===== src/rtl/lc3_ctrl_pkg.sv =====
// Shared types and opcode classifiers for the LC3 pipeline controller.
package lc3_ctrl_pkg;

  typedef enum logic [3:0] {
    OP_BR  = 4'b0000, OP_ADD = 4'b0001, OP_LD  = 4'b0010, OP_ST  = 4'b0011,
    OP_JSR = 4'b0100, OP_AND = 4'b0101, OP_LDR = 4'b0110, OP_STR = 4'b0111,
    OP_RTI = 4'b1000, OP_NOT = 4'b1001, OP_LDI = 4'b1010, OP_STI = 4'b1011,
    OP_JMP = 4'b1100, OP_RES = 4'b1101, OP_LEA = 4'b1110, OP_TRAP = 4'b1111
  } opcode_t;

  typedef enum logic [1:0] {
    MS_READ = 2'd0, MS_IND = 2'd1, MS_WRITE = 2'd2, MS_IDLE = 2'd3
  } mem_state_t;

  typedef enum logic [1:0] {
    ST_RUN, ST_MEM_IND, ST_MEM_RD, ST_MEM_WR
  } ctrl_state_t;

  localparam logic [2:0] FILL_DONE = 3'd4;

  function automatic logic is_alu_op(input logic [3:0] op);
    opcode_t o;
    o = opcode_t'(op);
    return (o == OP_ADD) || (o == OP_AND) || (o == OP_NOT);
  endfunction

  function automatic logic is_mem_op(input logic [3:0] op);
    opcode_t o;
    o = opcode_t'(op);
    return (o == OP_LD) || (o == OP_LDR) || (o == OP_LDI) ||
           (o == OP_ST) || (o == OP_STR) || (o == OP_STI);
  endfunction

  function automatic logic is_ctrl_op(input logic [3:0] op);
    opcode_t o;
    o = opcode_t'(op);
    return (o == OP_BR) || (o == OP_JMP);
  endfunction

  // Instructions that produce a register result directly from execute.
  function automatic logic is_wb_op(input logic [3:0] op);
    return is_alu_op(op) || (opcode_t'(op) == OP_LEA);
  endfunction

endpackage


===== src/rtl/lc3_pipe_controller_if.sv =====
// Status/enable bundle between the LC3 pipeline datapath and its controller.
interface lc3_pipe_controller_if;
  logic        complete_instr;
  logic        complete_data;
  logic [15:0] IMem_dout;
  logic [15:0] IR;
  logic [15:0] IR_Exec;
  logic [2:0]  NZP;
  logic [2:0]  psr;
  logic        enable_fetch;
  logic        enable_updatePC;
  logic        enable_decode;
  logic        enable_execute;
  logic        enable_writeback;
  logic        br_taken;
  logic [1:0]  mem_state;
  logic        bypass_alu_1;
  logic        bypass_alu_2;
  logic        bypass_mem_1;
  logic        bypass_mem_2;

  modport slave (
    input  complete_instr, complete_data, IMem_dout, IR, IR_Exec, NZP, psr,
    output enable_fetch, enable_updatePC, enable_decode, enable_execute,
           enable_writeback, br_taken, mem_state,
           bypass_alu_1, bypass_alu_2, bypass_mem_1, bypass_mem_2
  );

  modport master (
    output complete_instr, complete_data, IMem_dout, IR, IR_Exec, NZP, psr,
    input  enable_fetch, enable_updatePC, enable_decode, enable_execute,
           enable_writeback, br_taken, mem_state,
           bypass_alu_1, bypass_alu_2, bypass_mem_1, bypass_mem_2
  );
endinterface


===== src/rtl/lc3_hazard_detect.sv =====
// Source-register match of the decoding ALU op against the executing ALU result
// and the most recently completed load.
module lc3_hazard_detect
  import lc3_ctrl_pkg::*;
(
  input  logic [3:0] dec_op_i,
  input  logic [2:0] dec_sr1_i,
  input  logic [2:0] dec_sr2_i,
  input  logic       dec_imm_i,
  input  logic [3:0] ex_op_i,
  input  logic [2:0] ex_dst_i,
  input  logic       ld_vld_i,
  input  logic [2:0] ld_dst_i,
  output logic       alu_1_o,
  output logic       alu_2_o,
  output logic       mem_1_o,
  output logic       mem_2_o
);
  logic dec_alu, ex_alu;

  assign dec_alu = is_alu_op(dec_op_i);
  assign ex_alu  = is_alu_op(ex_op_i);

  // SR2 is only a register operand when the immediate flag is clear.
  assign alu_1_o = dec_alu && ex_alu && (ex_dst_i == dec_sr1_i);
  assign alu_2_o = dec_alu && ex_alu && !dec_imm_i && (ex_dst_i == dec_sr2_i);
  assign mem_1_o = dec_alu && ld_vld_i && (ld_dst_i == dec_sr1_i);
  assign mem_2_o = dec_alu && ld_vld_i && !dec_imm_i && (ld_dst_i == dec_sr2_i);
endmodule


===== src/rtl/lc3_pipe_controller.sv =====
// LC3 five-stage pipeline sequencer: stage enables, memory/branch stalls, bypass selects.
// Define LC3_CTRL_BYPASS_EN to forward on register matches instead of stalling decode.
module lc3_pipe_controller
  import lc3_ctrl_pkg::*;
#(
  parameter int unsigned BR_BUBBLE = 3
) (
  input logic                  clock,
  input logic                  reset,
  lc3_pipe_controller_if.slave bus
);
  localparam int unsigned BW = $clog2(BR_BUBBLE + 1);

  ctrl_state_t   state_q, state_d;
  logic [2:0]    fill_q, fill_d;
  logic [BW-1:0] bub_q, bub_d;
  logic          res_q, res_d, jmp_q, jmp_d;
  logic          exec_q, exec_d, haz_q, haz_d;
  logic          ld_vld_q, ld_vld_d;
  logic [2:0]    ld_dst_q, ld_dst_d, mem_dst_q, mem_dst_d;
  logic          mem_st_q, mem_st_d;

  logic       f1, f2, f3, bub_act, hz_ok, haz_stall;
  logic       m_alu1, m_alu2, m_mem1, m_mem2;
  logic       en_fetch, en_upc, en_dec, en_exe, en_wb, br_tk;
  mem_state_t ms;
  opcode_t    op_x;

  assign f1      = (fill_q >= 3'd1);
  assign f2      = (fill_q >= 3'd2);
  assign f3      = (fill_q >= 3'd3);
  assign bub_act = (bub_q != '0);
  assign hz_ok   = (state_q == ST_RUN) && f3;
  assign op_x    = opcode_t'(bus.IR_Exec[15:12]);

  lc3_hazard_detect u_hz (
    .dec_op_i  (bus.IR[15:12]),
    .dec_sr1_i (bus.IR[8:6]),
    .dec_sr2_i (bus.IR[2:0]),
    .dec_imm_i (bus.IR[5]),
    .ex_op_i   (bus.IR_Exec[15:12]),
    .ex_dst_i  (bus.IR_Exec[11:9]),
    .ld_vld_i  (ld_vld_q),
    .ld_dst_i  (ld_dst_q),
    .alu_1_o   (m_alu1),
    .alu_2_o   (m_alu2),
    .mem_1_o   (m_mem1),
    .mem_2_o   (m_mem2)
  );

`ifdef LC3_CTRL_BYPASS_EN
  assign haz_stall        = 1'b0;
  assign bus.bypass_alu_1 = hz_ok && m_alu1;
  assign bus.bypass_alu_2 = hz_ok && m_alu2;
  assign bus.bypass_mem_1 = hz_ok && m_mem1;
  assign bus.bypass_mem_2 = hz_ok && m_mem2;
`else
  // A held match stalls only once; haz_q lets the dependent op through next cycle.
  assign haz_stall        = hz_ok && (m_alu1 || m_alu2 || m_mem1 || m_mem2) && !haz_q;
  assign bus.bypass_alu_1 = 1'b0;
  assign bus.bypass_alu_2 = 1'b0;
  assign bus.bypass_mem_1 = 1'b0;
  assign bus.bypass_mem_2 = 1'b0;
`endif

  always_comb begin
    state_d   = state_q;
    fill_d    = (fill_q < FILL_DONE) ? fill_q + 3'd1 : fill_q;
    bub_d     = bub_q;
    res_d     = res_q;
    jmp_d     = jmp_q;
    mem_st_d  = mem_st_q;
    mem_dst_d = mem_dst_q;
    ld_vld_d  = 1'b0;
    ld_dst_d  = ld_dst_q;
    en_fetch  = 1'b0;
    en_upc    = 1'b0;
    en_dec    = 1'b0;
    en_exe    = 1'b0;
    en_wb     = 1'b0;
    br_tk     = 1'b0;
    ms        = MS_IDLE;
    case (state_q)
      ST_RUN: begin
        en_exe   = f3;
        en_fetch = f1 && !bub_act && !haz_stall;
        en_upc   = f1 && (res_q || (!bub_act && !haz_stall && bus.complete_instr));
        en_dec   = f2 && !haz_stall && (bub_act || bus.complete_instr);
        en_wb    = exec_q && is_wb_op(bus.IR_Exec[15:12]);
        br_tk    = res_q && (jmp_q || (|(bus.NZP & bus.psr)));
        res_d    = bub_act && (bub_q == BW'(1));
        if (bub_act) begin
          bub_d = bub_q - BW'(1);
        end else if (en_fetch && is_ctrl_op(bus.IMem_dout[15:12])) begin
          bub_d = BW'(BR_BUBBLE);
          jmp_d = (bus.IMem_dout[15:12] == OP_JMP);
        end
        // Capture the memory op on entry; IR_Exec moves on once execute fires.
        if (en_exe) begin
          mem_st_d  = (op_x == OP_STI);
          mem_dst_d = bus.IR_Exec[11:9];
          case (op_x)
            OP_LDI, OP_STI: state_d = ST_MEM_IND;
            OP_LD,  OP_LDR: state_d = ST_MEM_RD;
            OP_ST,  OP_STR: state_d = ST_MEM_WR;
            default:        state_d = ST_RUN;
          endcase
        end
      end
      ST_MEM_IND: begin
        ms = MS_IND;
        if (bus.complete_data) state_d = mem_st_q ? ST_MEM_WR : ST_MEM_RD;
      end
      ST_MEM_RD: begin
        ms = MS_READ;
        if (bus.complete_data) begin
          en_wb    = 1'b1;
          ld_vld_d = 1'b1;
          ld_dst_d = mem_dst_q;
          state_d  = ST_RUN;
        end
      end
      ST_MEM_WR: begin
        ms = MS_WRITE;
        if (bus.complete_data) state_d = ST_RUN;
      end
      default: state_d = ST_RUN;
    endcase
  end

  assign exec_d = en_exe;
  assign haz_d  = haz_stall;

  always_ff @(posedge clock) begin
    if (reset) begin
      state_q   <= ST_RUN;
      fill_q    <= '0;
      bub_q     <= '0;
      res_q     <= 1'b0;
      jmp_q     <= 1'b0;
      exec_q    <= 1'b0;
      haz_q     <= 1'b0;
      ld_vld_q  <= 1'b0;
      ld_dst_q  <= '0;
      mem_dst_q <= '0;
      mem_st_q  <= 1'b0;
    end else begin
      state_q   <= state_d;
      fill_q    <= fill_d;
      bub_q     <= bub_d;
      res_q     <= res_d;
      jmp_q     <= jmp_d;
      exec_q    <= exec_d;
      haz_q     <= haz_d;
      ld_vld_q  <= ld_vld_d;
      ld_dst_q  <= ld_dst_d;
      mem_dst_q <= mem_dst_d;
      mem_st_q  <= mem_st_d;
    end
  end

  assign bus.enable_fetch     = en_fetch;
  assign bus.enable_updatePC  = en_upc;
  assign bus.enable_decode    = en_dec;
  assign bus.enable_execute   = en_exe;
  assign bus.enable_writeback = en_wb;
  assign bus.br_taken         = br_tk;
  assign bus.mem_state        = ms;
endmodule

===== src/flat_wrapper.sv =====
// flat-port wrapper written by rule: the top's interface ports become plain ports
module lc3_pipe_controller_flat import lc3_ctrl_pkg::*;
#(
  parameter int unsigned BR_BUBBLE = 3
)
  (clock, reset, bus_complete_instr, bus_complete_data, bus_IMem_dout, bus_IR, bus_IR_Exec, bus_NZP, bus_psr, bus_enable_fetch, bus_enable_updatePC, bus_enable_decode, bus_enable_execute, bus_enable_writeback, bus_br_taken, bus_mem_state, bus_bypass_alu_1, bus_bypass_alu_2, bus_bypass_mem_1, bus_bypass_mem_2);
  lc3_pipe_controller_if bus_i ();
  input logic clock;
  input logic reset;
  input wire logic [$bits(bus_i.complete_instr)-1:0] bus_complete_instr;
  input wire logic [$bits(bus_i.complete_data)-1:0] bus_complete_data;
  input wire logic [$bits(bus_i.IMem_dout)-1:0] bus_IMem_dout;
  input wire logic [$bits(bus_i.IR)-1:0] bus_IR;
  input wire logic [$bits(bus_i.IR_Exec)-1:0] bus_IR_Exec;
  input wire logic [$bits(bus_i.NZP)-1:0] bus_NZP;
  input wire logic [$bits(bus_i.psr)-1:0] bus_psr;
  output wire logic [$bits(bus_i.enable_fetch)-1:0] bus_enable_fetch;
  output wire logic [$bits(bus_i.enable_updatePC)-1:0] bus_enable_updatePC;
  output wire logic [$bits(bus_i.enable_decode)-1:0] bus_enable_decode;
  output wire logic [$bits(bus_i.enable_execute)-1:0] bus_enable_execute;
  output wire logic [$bits(bus_i.enable_writeback)-1:0] bus_enable_writeback;
  output wire logic [$bits(bus_i.br_taken)-1:0] bus_br_taken;
  output wire logic [$bits(bus_i.mem_state)-1:0] bus_mem_state;
  output wire logic [$bits(bus_i.bypass_alu_1)-1:0] bus_bypass_alu_1;
  output wire logic [$bits(bus_i.bypass_alu_2)-1:0] bus_bypass_alu_2;
  output wire logic [$bits(bus_i.bypass_mem_1)-1:0] bus_bypass_mem_1;
  output wire logic [$bits(bus_i.bypass_mem_2)-1:0] bus_bypass_mem_2;
  assign bus_i.complete_instr = bus_complete_instr;
  assign bus_i.complete_data = bus_complete_data;
  assign bus_i.IMem_dout = bus_IMem_dout;
  assign bus_i.IR = bus_IR;
  assign bus_i.IR_Exec = bus_IR_Exec;
  assign bus_i.NZP = bus_NZP;
  assign bus_i.psr = bus_psr;
  assign bus_enable_fetch = bus_i.enable_fetch;
  assign bus_enable_updatePC = bus_i.enable_updatePC;
  assign bus_enable_decode = bus_i.enable_decode;
  assign bus_enable_execute = bus_i.enable_execute;
  assign bus_enable_writeback = bus_i.enable_writeback;
  assign bus_br_taken = bus_i.br_taken;
  assign bus_mem_state = bus_i.mem_state;
  assign bus_bypass_alu_1 = bus_i.bypass_alu_1;
  assign bus_bypass_alu_2 = bus_i.bypass_alu_2;
  assign bus_bypass_mem_1 = bus_i.bypass_mem_1;
  assign bus_bypass_mem_2 = bus_i.bypass_mem_2;
  lc3_pipe_controller #(.BR_BUBBLE(BR_BUBBLE)) u_core (.clock(clock), .reset(reset), .bus(bus_i));
endmodule

===== config.mk =====
export PLATFORM = sky130hd
export DESIGN_NAME = lc3_pipe_controller_flat
export DESIGN_NICKNAME = d
export VERILOG_FILES = /design/src/rtl/lc3_ctrl_pkg.sv /design/src/rtl/lc3_pipe_controller_if.sv /design/src/rtl/lc3_hazard_detect.sv /design/src/rtl/lc3_pipe_controller.sv /design/src/flat_wrapper.sv
export SDC_FILE = /design/constraint.sdc
export NUM_CORES = 1
export LEC_CHECK = 0
export BUFFER_PORTS_ARGS = -buffer_cell sky130_fd_sc_hd__buf_4
export CORE_AREA = 5 5 62 64
export DETAILED_ROUTE_END_ITERATION = 7
export DIE_AREA = 0 0 67 69
export PLACE_DENSITY = 0.71
export SYNTH_ARGS = -nofsm -noshare
export SYNTH_HDL_FRONTEND = slang
export SYNTH_SLANG_ARGS = --single-unit

===== constraint.sdc =====
create_clock -name clock -period 2.3 [get_ports clock]
set_clock_uncertainty 0.15 [all_clocks]
set_input_delay 0.115 -clock clock [delete_from_list [all_inputs] [get_ports clock]]
set_output_delay 0.115 -clock clock [all_outputs]
set_load 0.1 [all_outputs]

==> out/qor.log <==
[layout] fill cell instance count of the final layout 287
[worst_setup_path] Worst path slowest cell sky130_fd_sc_hd__dfxtp_4
[layout] final core utilization 58.5%
[clock_tree] CTS tree built
[synth] area share of the leading cell type in the synthesized netlist 31.4%
[global_route] number of antenna violations at the first check in global routing 0
[timing] final setup slack of the worst path -144 ps
[layout] number of nets in the layout 287
[flow_run] max capacitance violation total 0
[status] violations in the final reports negative setup slack
[timing] share of the clock period used by the worst path after layout 106%
[synth] biggest area consumer among synthesized cells sky130_fd_sc_hd__dfxtp_1
[layout] proportion of layout cells with a drive suffix above 1 32.4%
[global_route] aggregate global-route resource usage 14.5%
[clock_tree] clock insertion delay at the later pin of the skew report 320 ps
[timing] number of pins exceeding their max-slew limit in the final report 0
[power_and_ir_drop] pwr dens 1400 nW/um2
[synth] Mapped Area 1210 um2
[place] DP HPWL 2.30 mm
[timing] setup repair after global routing missed its margin yes
[global_route] maximum number of pins on one net before global-route repair 21
[power_and_ir_drop] static power due to leakage 0.815 nW
[timing] crit path time final 2440 ps
[floorplanning] horizontal die dimension 67 um
[synth] #FFs+latches synth 19
[layout] Syn-to-layout area delta 55.9%
[layout] number of antenna cells inserted 0
[worst_setup_path] worst path required time 2040 ps
[timing] Final setup viols 3
[route] detailed-route wire length 3.33 mm
[place] number of I/O port buffers 39
[floorplanning] num ports 70
[route] violation count after the first detailed-routing iteration 52
[worst_setup_path] category of the most critical setup path register to output pin
[global_route] sum of overflow across all layers after global routing 0
[floorplanning] site row count 21
[clock_tree] CTS H-tree depth 1
[worst_setup_path] cells traversed along the worst timing path ha_4 -> ha_4 -> a211o_1 -> nand2_4 -> nor2_1 -> a22o_2 -> buf_6 -> nor2_4 -> a22o_4 -> buf_12
[timing] worst hold slack 50.3 ps
[timing] number of hold-slack violations in the final timing report 0
[floorplanning] die height 69 um
[worst_setup_path] largest driver fanout on the critical path 4
[worst_setup_path] biggest cell delay along the critical path 370 ps
[power_and_ir_drop] peak supply drop 1.02 mV
[route] via count 1277
[worst_setup_path] critical path arrival 2180 ps
[global_route] global-route wire length before repair 5.31 mm
[clock_tree] CTS max path bufs 2
[synth] biggest area contributors in the synthesized netlist sky130_fd_sc_hd__dfxtp_1 (31%), sky130_fd_sc_hd__ha_1 (9.3%), sky130_fd_sc_hd__xnor2_1 (7.2%)
[worst_setup_path] CP most frequent cell sky130_fd_sc_hd__ha_4
[clock_tree] buffer type at the clock tree root sky130_fd_sc_hd__clkbuf_4
[route] average via count per standard cell 4.82
[global_route] via count of the first global-routing pass 1268
[timing] fmax 0.409 GHz
[route] number of search-and-repair iterations in the first detailed-routing pass 4
[synth] number of warning messages in the yosys log 0
[synth] number of synthesized flops with an enable pin 0
[route] final routed DRC violation total 0
[route] residual antenna-violating net count after detailed routing 0
[worst_setup_path] endpoint type of the worst setup path output pin
[synth] sequential-to-total area share from yosys stat 31.4%
[synth] top_reg_cell synth sky130_fd_sc_hd__dfxtp_1
[timing] setup total negative slack -402 ps
[clock_tree] clock-pin slew on the worst setup and hold paths 130 ps
[synth] number of different library cells in the post-synthesis netlist 36
[place] last weighted congestion value of the routability-driven placer 0.775
[route] Wirelength per Cell 12.6 um
[worst_hold_path] Hold Path Class input port to register
[clock_tree] clock buffer count from CTS 3
[synth] fraction of registers with async set/reset 0%
[floorplanning] area inside the core boundary 3230 um2
[synth] number of instances in the synthesized netlist 155
[status] result of the run finished, violations left
[synth] syn avg cell area 7.82 um2
[worst_setup_path] launching element type of the critical path register
[floorplanning] starting utilization of the core area 37.5%
[power_and_ir_drop] sum of internal, switching and leakage power 2.65 mW
[floorplanning] die outline area 4620 um2
[clock_tree] clock sinks 19
[synth] commonest cells in the synthesized netlist sky130_fd_sc_hd__dfxtp_1 (19), sky130_fd_sc_hd__nand2_1 (19), sky130_fd_sc_hd__nor2_1 (18), sky130_fd_sc_hd__a21oi_1 (14), sky130_fd_sc_hd__inv_1 (13)
==> through the flow <==
stage,worst slack (ps),cells,instance area [um2]
CTS,-160,265,1890
global route,-214,265,1890
finish,-144,265,1890
floorplan,-378,158,1290
detailed placement,69.1,242,1640
global placement,65.0,242,1640
==> worst max-delay path, delay by kind of cell, from the launching register on <==
family / cells / cell delay, ps
simple gates: 3 / 210
flops: 1 / 370
fa+ha+maj: 2 / 290
compound gates: 3 / 680
buf+inv: 2 / 290
==> final timing paths <==
kind | to | cells after the start | slack [ps] | from
max reg2reg | u_core.bub_q[1] | 8 | 70 | u_core.fill_q[0]
max | bus_enable_updatePC | 10 | -140 | u_core.fill_q[0]
min | u_core.mem_st_q | 5 | 50 | bus_IR_Exec[12]
min reg2reg | u_core.mem_dst_q[1] | 2 | 310 | u_core.mem_dst_q[1]
==> where the power goes <==
group	internal, mW	switching [mW]	leakage, nW	total (mW)
clock	0.0651	0.120	0.0177	0.185
sequential	0.425	0.0601	0.156	0.486
combinational	0.721	1.26	0.642	1.98
total	1.21	1.44	0.815	2.65
==> cell usage in the layout, fill, tap and decap left out, types with 2 or more instances in the layout <==
cell	count
sky130_fd_sc_hd__buf_4	46
sky130_fd_sc_hd__nand2_1	19
sky130_fd_sc_hd__nor2_1	17
sky130_fd_sc_hd__dfxtp_1	17
sky130_fd_sc_hd__dlygate4sd3_1	15
sky130_fd_sc_hd__a21oi_1	13
sky130_fd_sc_hd__inv_1	12
sky130_fd_sc_hd__xnor2_1	10
sky130_fd_sc_hd__nand3_1	8
sky130_fd_sc_hd__ha_1	6
sky130_fd_sc_hd__o21ai_0	4
sky130_fd_sc_hd__xor2_1	4
sky130_fd_sc_hd__conb_1	4
sky130_fd_sc_hd__nor3_1	3
sky130_fd_sc_hd__nand4_1	3
sky130_fd_sc_hd__clkbuf_4	3
sky130_fd_sc_hd__o41ai_1	2
sky130_fd_sc_hd__nor4_1	2
sky130_fd_sc_hd__ha_4	2
sky130_fd_sc_hd__buf_6	2
sky130_fd_sc_hd__buf_12	2
==> routing by layer <==
layer	share of wire [%]	wire [um]	GRT usage, %	vias up
met5	0	0	0	-
met4	3.0	101	7.66	0
met3	4.6	153	2.60	10
met2	50	1670	24.9	32
met1	42	1410	16.6	587
li1	-	-	-	648
==> final cells by class <==
| cell class | count | area [um2] | share of cell area [%] |
|---|---|---|---|
| Clock buffer | 3 | 22.5 | 1.19 |
| Clock inverter | 1 | 5.00 | 0.265 |
| Inverter | 13 | 48.8 | 2.58 |
| Multi-Input combinational cell | 118 | 813 | 43.0 |
| Sequential cell | 19 | 385 | 20.4 |
| Tap cell | 46 | 57.6 | 3.04 |
| Timing Repair Buffer | 65 | 558 | 29.5 |
==> sequential cells by signal, summed over array words and instances, names as in the netlist <==
name,count
u_core.mem_dst_q,3
u_core.jmp_q,1
u_core.mem_st_q,1
u_core.haz_q,1
u_core.bub_q,2
u_core.exec_q,1
u_core.state_q,2
u_core.fill_q,3
u_core.ld_dst_q,3
u_core.res_q,1
u_core.ld_vld_q,1
==> cell families after synthesis <==
kind of cell	count (synthesis)	synth area share, %
simple gates	57	21.4
compound gates	32	17.3
buf+inv	21	8.46
flops	19	31.4
xor+xnor	14	10.1
fa+ha+maj	9	9.29
mux	2	1.75
other cells	1	0.309
==> repair_timing <==
item / CTS / global route
setup buffers: 3 / 1
endpoints found under the hold margin: 17 / 0
endpoints found under the setup margin: 3 / 7
hold buffers: 16 / 0
pin swaps: 0 / 3
gates resized for setup: 8 / 3
Note: power is estimated with default switching activity, not from simulation.
